File: config.mk
export PLATFORM = sky130hd
export DESIGN_NAME = lanectrl_dly_seq
export DESIGN_NICKNAME = d
export VERILOG_FILES = /design/src/rtl/lanectrl_dly_pkg.sv /design/src/rtl/lanectrl_dly_timer.sv /design/src/rtl/lanectrl_dly_seq.sv
export SDC_FILE = /design/constraint.sdc
export NUM_CORES = 1
export LEC_CHECK = 0
export ABC_CLOCK_PERIOD_IN_PS = 5450
export CORE_MARGIN = 10
export CORE_UTILIZATION = 57
export CTS_BUF_LIST = sky130_fd_sc_hd__clkbuf_2
export CTS_CLUSTER_SIZE = 16
export DETAILED_ROUTE_END_ITERATION = 10
export PLACE_DENSITY = 0.91
export SLEW_MARGIN = 30
export SYNTH_ARGS = -nofsm -noshare
export SYNTH_HDL_FRONTEND = slang
export SYNTH_SLANG_ARGS = --single-unit
File: constraint.sdc
create_clock -name FAB_CLK -period 5.45 [get_ports FAB_CLK]
set_input_delay 0.8175 -clock FAB_CLK [delete_from_list [all_inputs] [get_ports FAB_CLK]]
set_output_delay 0.8175 -clock FAB_CLK [all_outputs]
set_load 0.01 [all_outputs]
File: src/rtl/lanectrl_dly_pkg.sv
// rtl/lanectrl_dly_pkg.sv - shared types and constants for the lane delay-line sequencer
package lanectrl_dly_pkg;

    typedef enum logic [2:0] {
        ST_IDLE,
        ST_LEAD,
        ST_MOVE,
        ST_GAP,
        ST_TRAIL,
        ST_DONE
    } state_t;

    localparam logic SEL_RX = 1'b0;
    localparam logic SEL_TX = 1'b1;

    // Phase timer width; LEAD/GAP/TRAIL lengths must fit in it.
    localparam int TIMER_W = 8;

    // Saturation limits of a signed (w+1)-bit tap position.
    function automatic int tap_pos_max(input int w);
        return (1 << w) - 1;
    endfunction

    function automatic int tap_pos_min(input int w);
        return -(1 << w);
    endfunction

endpackage

File: src/rtl/lanectrl_dly_timer.sv
// rtl/lanectrl_dly_timer.sv - reloadable down-counter timing the LEAD, GAP and TRAIL phases
module lanectrl_dly_timer
    import lanectrl_dly_pkg::*;
(
    input  logic               clk,
    input  logic               resetn,
    input  logic               load,
    input  logic [TIMER_W-1:0] value,
    output logic               tc
);

    logic [TIMER_W-1:0] cnt;

    // Load phase length minus one; count down and park at zero.
    always_ff @(posedge clk) begin
        if (!resetn) begin
            cnt <= '0;
        end else if (load) begin
            cnt <= value;
        end else if (cnt != '0) begin
            cnt <= cnt - 1'b1;
        end
    end

    // Terminal count marks the last cycle of the current phase.
    assign tc = (cnt == '0);

endmodule

File: src/rtl/lanectrl_dly_seq.sv
// rtl/lanectrl_dly_seq.sv - delay-line / clock-pause request sequencer (tap tracking: LANECTRL_DLY_TAP_TRACK_EN)
module lanectrl_dly_seq
    import lanectrl_dly_pkg::*;
#(
    parameter int PAUSE_LEAD  = 2,
    parameter int MOVE_GAP    = 3,
    parameter int PAUSE_TRAIL = 2,
    parameter int CNT_W       = 8
) (
    input  logic             FAB_CLK,
    input  logic             RESET_N,
    input  logic             REQ_VALID,
    output logic             REQ_READY,
    input  logic             REQ_SEL,
    input  logic             REQ_DIR,
    input  logic             REQ_LOAD,
    input  logic [CNT_W-1:0] REQ_TAPS,
    output logic             DONE,
    output logic             DONE_OOR,
    output logic [CNT_W-1:0] DONE_TAPS,
    output logic             DELAY_LINE_SEL,
    output logic             DELAY_LINE_LOAD,
    output logic             DELAY_LINE_DIRECTION,
    output logic             DELAY_LINE_MOVE,
    output logic             HS_IO_CLK_PAUSE,
    input  logic             RX_DELAY_LINE_OUT_OF_RANGE,
    input  logic             TX_DELAY_LINE_OUT_OF_RANGE,
    output logic [CNT_W:0]   RX_TAP_POS,
    output logic [CNT_W:0]   TX_TAP_POS
);

    localparam logic [TIMER_W-1:0] LEAD_LD  = TIMER_W'(PAUSE_LEAD - 1);
    localparam logic [TIMER_W-1:0] GAP_LD   = TIMER_W'(MOVE_GAP - 1);
    localparam logic [TIMER_W-1:0] TRAIL_LD = TIMER_W'(PAUSE_TRAIL - 1);

    state_t             state, nxt;
    logic               sel_q, dir_q, ld_q, oor_q;
    logic               sel_n, dir_n, ld_n, oor_n;
    logic [CNT_W-1:0]   taps_q, issued_q, taps_n, issued_n;
    logic               accept, oor_flag, active_n;
    logic               tmr_load, tmr_tc;
    logic [TIMER_W-1:0] tmr_val;

    assign accept   = REQ_VALID && REQ_READY;
    assign oor_flag = (sel_q == SEL_RX) ? RX_DELAY_LINE_OUT_OF_RANGE : TX_DELAY_LINE_OUT_OF_RANGE;

    lanectrl_dly_timer u_timer (
        .clk    (FAB_CLK),
        .resetn (RESET_N),
        .load   (tmr_load),
        .value  (tmr_val),
        .tc     (tmr_tc)
    );

    // Next-state, request capture and phase-timer reload decisions.
    always_comb begin
        nxt      = state;
        sel_n    = sel_q;
        dir_n    = dir_q;
        ld_n     = ld_q;
        taps_n   = taps_q;
        issued_n = issued_q;
        oor_n    = oor_q;
        tmr_load = 1'b0;
        tmr_val  = '0;
        case (state)
            ST_IDLE: begin
                if (accept) begin
                    sel_n    = REQ_SEL;
                    dir_n    = REQ_DIR;
                    ld_n     = REQ_LOAD;
                    taps_n   = REQ_TAPS;
                    issued_n = '0;
                    oor_n    = 1'b0;
                    if (!REQ_LOAD && (REQ_TAPS == '0)) begin
                        nxt = ST_DONE;
                    end else begin
                        nxt      = ST_LEAD;
                        tmr_load = 1'b1;
                        tmr_val  = LEAD_LD;
                    end
                end
            end
            ST_LEAD: begin
                if (tmr_tc) nxt = ST_MOVE;
            end
            ST_MOVE: begin
                nxt      = ST_GAP;
                tmr_load = 1'b1;
                tmr_val  = GAP_LD;
                if (!ld_q) issued_n = issued_q + 1'b1;
            end
            ST_GAP: begin
                if (tmr_tc) begin
                    if (oor_flag || ld_q || (issued_q == taps_q)) begin
                        oor_n    = oor_q | oor_flag;
                        nxt      = ST_TRAIL;
                        tmr_load = 1'b1;
                        tmr_val  = TRAIL_LD;
                    end else begin
                        nxt = ST_MOVE;
                    end
                end
            end
            ST_TRAIL: begin
                if (tmr_tc) nxt = ST_DONE;
            end
            ST_DONE: begin
                nxt = ST_IDLE;
            end
            default: begin
                nxt = ST_IDLE;
            end
        endcase
        active_n = (nxt == ST_LEAD) || (nxt == ST_MOVE) || (nxt == ST_GAP) || (nxt == ST_TRAIL);
    end

    // State, captured request and every output are registered from the next-state view.
    always_ff @(posedge FAB_CLK) begin
        if (!RESET_N) begin
            state                <= ST_IDLE;
            sel_q                <= 1'b0;
            dir_q                <= 1'b0;
            ld_q                 <= 1'b0;
            oor_q                <= 1'b0;
            taps_q               <= '0;
            issued_q             <= '0;
            REQ_READY            <= 1'b0;
            DONE                 <= 1'b0;
            DONE_OOR             <= 1'b0;
            DONE_TAPS            <= '0;
            DELAY_LINE_SEL       <= 1'b0;
            DELAY_LINE_LOAD      <= 1'b0;
            DELAY_LINE_DIRECTION <= 1'b0;
            DELAY_LINE_MOVE      <= 1'b0;
            HS_IO_CLK_PAUSE      <= 1'b0;
        end else begin
            state                <= nxt;
            sel_q                <= sel_n;
            dir_q                <= dir_n;
            ld_q                 <= ld_n;
            oor_q                <= oor_n;
            taps_q               <= taps_n;
            issued_q             <= issued_n;
            REQ_READY            <= (nxt == ST_IDLE);
            DONE                 <= (nxt == ST_DONE);
            HS_IO_CLK_PAUSE      <= active_n;
            DELAY_LINE_SEL       <= active_n && sel_n;
            DELAY_LINE_DIRECTION <= active_n && dir_n;
            DELAY_LINE_MOVE      <= (nxt == ST_MOVE) && !ld_n;
            DELAY_LINE_LOAD      <= (nxt == ST_MOVE) && ld_n;
            if (nxt == ST_DONE) begin
                DONE_OOR  <= oor_n;
                DONE_TAPS <= issued_n;
            end
        end
    end

`ifdef LANECTRL_DLY_TAP_TRACK_EN
    logic signed [CNT_W:0] rx_pos, tx_pos;

    function automatic logic signed [CNT_W:0] step_pos(input logic signed [CNT_W:0] p, input logic up);
        if (up) return (int'(p) >= tap_pos_max(CNT_W)) ? p : p + (CNT_W+1)'(1);
        return (int'(p) <= tap_pos_min(CNT_W)) ? p : p - (CNT_W+1)'(1);
    endfunction

    // Track each side's net tap movement; a reload returns that side to zero.
    always_ff @(posedge FAB_CLK) begin
        if (!RESET_N) begin
            rx_pos <= '0;
            tx_pos <= '0;
        end else if (state == ST_MOVE) begin
            if (sel_q == SEL_TX) tx_pos <= ld_q ? '0 : step_pos(tx_pos, dir_q);
            else                 rx_pos <= ld_q ? '0 : step_pos(rx_pos, dir_q);
        end
    end

    assign RX_TAP_POS = rx_pos;
    assign TX_TAP_POS = tx_pos;
`else
    assign RX_TAP_POS = '0;
    assign TX_TAP_POS = '0;
`endif

endmodule
Word level (Yosys, flattened, before mapping) --
Index checks and enable logic that the tools add are counted.
Storage, ports and cells: register bits 47, latch bits 0, bits in writable memories 0, ROM bits 0, input port bits 16, output and inout port bits 34, logic and storage cells 83, memories 0
Cells by class: add/subtract/negate cells 2, multiply operators 0, div/mod/pow operators 0, $lt $le $gt $ge 0, equality and inequality tests 10, shift operators 0, muxes and demuxes 33, bitwise operators 1, reduce and logical (&&, ||, !) cells 20
Operators by type and width (number):
- $mux 8 | 4
- $mux 1 | 18
- $mux 3 | 6
- $logic_not 8->1 | 2
- $pmux 8 s2 | 1
- $pmux 3 s5 | 1
- $eq 3x2->1 const B | 4
- $eq 3x3->1 const B | 3
- $add 8x1->8 const B | 1
- $eq 8x8->1 | 1
- $reduce_bool 8->1 | 1
- $sub 8x1->8 const B | 1
- $eq 3x1->1 const B | 2
- $logic_and 1x1->1 | 6
- $logic_not 3->1 | 2
- $pmux 2 s3 | 1
- $logic_or 1x1->1 | 5
- $pmux 1 s3 | 1
- $logic_not 1->1 | 2
- $pmux 1 s2 | 1
- $reduce_and 2->1 | 1
- $reduce_bool 2->1 | 1
- $or 1x1->1 | 1

Depth between registers and ports, before layout --
word-level depth 11, mapped depth 8, mapped depth without buffers 7

Hierarchy --
Synthesis repeated with hierarchy kept, for this count alone.
Second synthesis, totals: cells, all modules 278, area total of the unflattened synthesis 2555.0 sq um
Modules (own cells, without submodules):
- lanectrl_dly_seq | times used 1, cells each 227, area each 2097.0 sq um, seq. area each 780.7 sq um
- lanectrl_dly_timer | times used 1, cells each 51, area each 457.9 sq um, seq. area each 160.2 sq um

Worst setup path before layout --
Ideal clock, no wire load.
path kind input -> register, start point input REQ_TAPS[3], end point register DONE_TAPS[1], setup time 0.121 ns, data arrival time 2.070 ns, data required time 5.329 ns, path slack 3.260 ns, stages 6, path buffers 1, cells stage by stage nor4_1 > nand3_1 > o31a_1 > nand2b_1 > buf_4 > mux2_2
On the way: word-level cells in the longest chain between the ends 6
Ends and longest elaborated chain:
- start, declared | line lanectrl_dly_seq.sv:17 | input logic [CNT_W-1:0] REQ_TAPS,
- $logic_not 8->1 | line lanectrl_dly_seq.sv:75 | if (!REQ_LOAD && (REQ_TAPS == '0)) begin
- $logic_and 1x1->1 | line lanectrl_dly_seq.sv:75
- $mux 3 | line lanectrl_dly_seq.sv:75
- $mux 3 | line lanectrl_dly_seq.sv:68 | if (accept) begin
- $pmux 3 s5 | line lanectrl_dly_seq.sv:66 | case (state)
- $eq 3x3->1 | line lanectrl_dly_seq.sv:152 | if (nxt == ST_DONE) begin
- end signal, assigned | line lanectrl_dly_seq.sv:154 | DONE_TAPS <= issued_n;
- end, declared | line lanectrl_dly_seq.sv:20 | output logic [CNT_W-1:0] DONE_TAPS,
No other way between the ends. A chain may end at the register's enable or synchronous reset.

==> results.yml <==
synth:
  ys_ff_latch: 47
  syn_avg_cell_area_um2: 8.80
  yosysWarnings: 0
  synth_cell_types: 55
  yosysSeqAreaShare_pct: 39.7
  syn_inst: 269
  syn_area_um2: 2370
timing:
  relSlewSlack_pct: 46.1
  finalWorstSetupSlack_ns: 2.96
  fmax_mhz: 401
  totalNegativeSetupSlack_ns: 0
  skew_ns: 0.0129
  timing.final.crit_share_pct: 45.8
  timing.final.max_slew_violations: 0
  final_hold_viol_count: 0
  holdWs_ns: 0.487
  min_period_ns: 2.49
  rsz0062_at_grt: "false"
  setup_viol: 0
  worstMarginPinSlew_ns: 0.804
status:
  outcome: "completed"
layout:
  final_nets: 310
  multi_input_area_um2: 1240
  syn2layout_area_growth_pct: 11.2
  num-fill-cells: 350
  final-seq-area_um2: 941
  n_antenna_cell: 0
  utilization_pct: 65.8
  design_area_um2: 2630
  drive_gt1_share_pct: 8.53
die:
  dieHeight_um: 84.4
  row_count: 23
  die_area_um2: 7130
  core_area_um2: 4000
  die_w_um: 84.4
  initial_core_util_pct: 59.2
  io_pins: 50
pwr:
  leakage_nw: 1.07
  ir_worst_vdd_mv: 0.166
  power_density_nw_per_um2: 385
place:
  place_ws_ns: 2.50
  place_congestion: 0.920
  port_buffers: 31
  hpwl_um: 3910
  dpl_cell_area_um2: 2590
clock_network:
  htree_levels: 2
  post-cts-setup-buffers: 0
  cts.clk_slew.worst_paths_ns: 0.21
  cts_buffers: 5
  cts_root_buf: "clkbuf_2"
  clockBufferDepth: 2
  cts_tree: "yes"
  worstSkewPairLatency_ns: 0.42
  clock_sinks: 47
  ctsHoldBuffers: 0
  post_cts_resized: 0
drt:
  wire_per_inst_um: 14.7
  dr_total_vias: 1907
  drt_iter0_drc: 185
  firstDrtPassIters: 4
  drc_errors: 0
  ant_nets: 0
  viasPerCell: 5.56
  drt-total-wl_um: 5030
setup_path:
  reg2regPathDepth: 4
  regToRegEndpoint: "DELAY_LINE_MOVE"
  startpoint_type: "primary input"
  critPathCapture: "DONE_TAPS[6]"
  critPathRequiredTime_ns: 5.84
  cp.arrival_ns: 2.88
  crit_type: "primary input to flip-flop"
  r2r_start: "state[0]"
  cp-end-kind: "flip-flop"
  cp_max_fo: 22
  regToRegSetupSlack_ns: 3.31
  startpoint: "RESET_N"
global_routing:
  grt_pass1_wl_um: 8490
  grt.overflow.total: 0
  grt_max_degree: 23
  antenna_found_initial: 0
  grt_use_total_pct: 14.2
  grt_pass1_vias: 1886
hold_path:
  hold_class: "flip-flop to flip-flop"
job:
  drv_cap: 0
through the flow:
stage / power, mW / instances
detailed placement: 0.878 / 335
global placement: 0.865 / 335
global route: 1.09 / 343
CTS: 1.01 / 343
finish: 1.01 / 343
floorplan: 0.807 / 286
cells by family after synthesis:
logic type / count (synthesis) / synth area share (%)
buffers and inverters: 43 / 10.6
adder cells (fa/ha/maj): 2 / 1.06
XOR/XNOR: 14 / 5.18
AND/OR/NAND/NOR: 105 / 23.9
AO/OA/AOI/OAI: 43 / 13.3
flip-flops: 47 / 39.7
other: 1 / 0.158
multiplexers: 14 / 6.08
where the power goes:
part           internal (mW)  switching, mW  total, mW
Sequential             0.395         0.0563      0.451
Clock                 0.0308          0.105      0.136
Combinational          0.189          0.235      0.425
Total                  0.615          0.397       1.01
synth_stat cells (all sizes together):
cell type / count / area (µm²)
nor4: 7 / 65.1
o21bai: 1 / 7.51
xnor2: 3 / 26.3
a31oi: 1 / 6.26
ha: 2 / 25.0
a221oi: 1 / 8.76
a2111oi: 1 / 8.76
nand3: 5 / 25.0
buf: 26 / 185
nor2: 14 / 52.6
nor2b: 3 / 18.8
nor3: 15 / 80.1
o31a: 2 / 17.5
and3b: 1 / 10.0
a221o: 1 / 11.3
a31o: 1 / 8.76
nand2: 37 / 139
a311oi: 1 / 8.76
o41ai: 1 / 8.76
or3: 3 / 25.0
o21ba: 2 / 20.0
xor2: 11 / 96.3
o31ai: 5 / 42.5
and2: 6 / 37.5
nor3b: 3 / 27.5
nand4: 3 / 18.8
o2bb2ai: 1 / 8.76
o22ai: 1 / 6.26
a21oi: 17 / 85.1
or2: 2 / 12.5
a2111o: 1 / 11.3
mux2: 3 / 33.8
o22a: 1 / 10.0
dfxtp: 47 / 941
clkbuf: 6 / 23.8
o211ai: 2 / 28.8
mux2i: 11 / 110
conb: 1 / 3.75
o21ai: 3 / 15.0
inv: 11 / 41.3
nor4b: 2 / 30.0
nand2b: 4 / 25.0
how the worst min path moves through the flow:
stage | slack, ns | start | depth (start not counted) | endpoint
CTS | 0.49 | DONE_TAPS[2] | 2 | DONE_TAPS[2]
global placement | 0.45 | DONE_TAPS[3] | 2 | DONE_TAPS[3]
finish | 0.49 | DONE_TAPS[2] | 2 | DONE_TAPS[2]
floorplan | 0.45 | taps_q[0] | 2 | taps_q[0]
global route | 0.51 | DONE_TAPS[2] | 2 | DONE_TAPS[2]
detailed placement | 0.46 | DONE_TAPS[2] | 2 | DONE_TAPS[2]
sequential cells by signal, summed over array words and instances (netlist names), 3 cells and up:
signal       cells
DONE_TAPS        8
issued_q         8
taps_q           8
u_timer.cnt      8
state            3
critical path: stages:
cell             delay, ns
clkdlybuf4s50_1       0.91
inv_1                 0.53
a311oi_1              0.41
mux2_2                0.21
layout make-up:
type                    count  area share, %
well taps                  50           2.38
clock buffers               6           1.14
flip-flops and latches     47           35.7
inverters                  11           1.57
repair buffers             31           11.8
clock inverters             2          0.285
multi-input cells         196           47.1
placed cells by master (no fill, tap or decap), types with 6 or more instances in the layout:
master	n
clkbuf_2	6
inv_1	11
dfxtp_1	47
mux2i_1	11
conb_1	18
nor2_1	14
nand2_1	37
nor3_1	14
clkdlybuf4s50_1	31
xor2_1	11
a21oi_1	17
metal layers:
| layer | vias to the layer above | global-route usage, % | wire [µm] |
|---|---|---|---|
| li1 | 935 | - | - |
| met1 | 896 | 15.0 | 1980 |
| met2 | 62 | 24.0 | 2500 |
| met3 | 14 | 6.57 | 451 |
| met4 | 0 | 5.69 | 99 |
| met5 | - | 0 | 0 |
(Power assumes the default switching activity.)
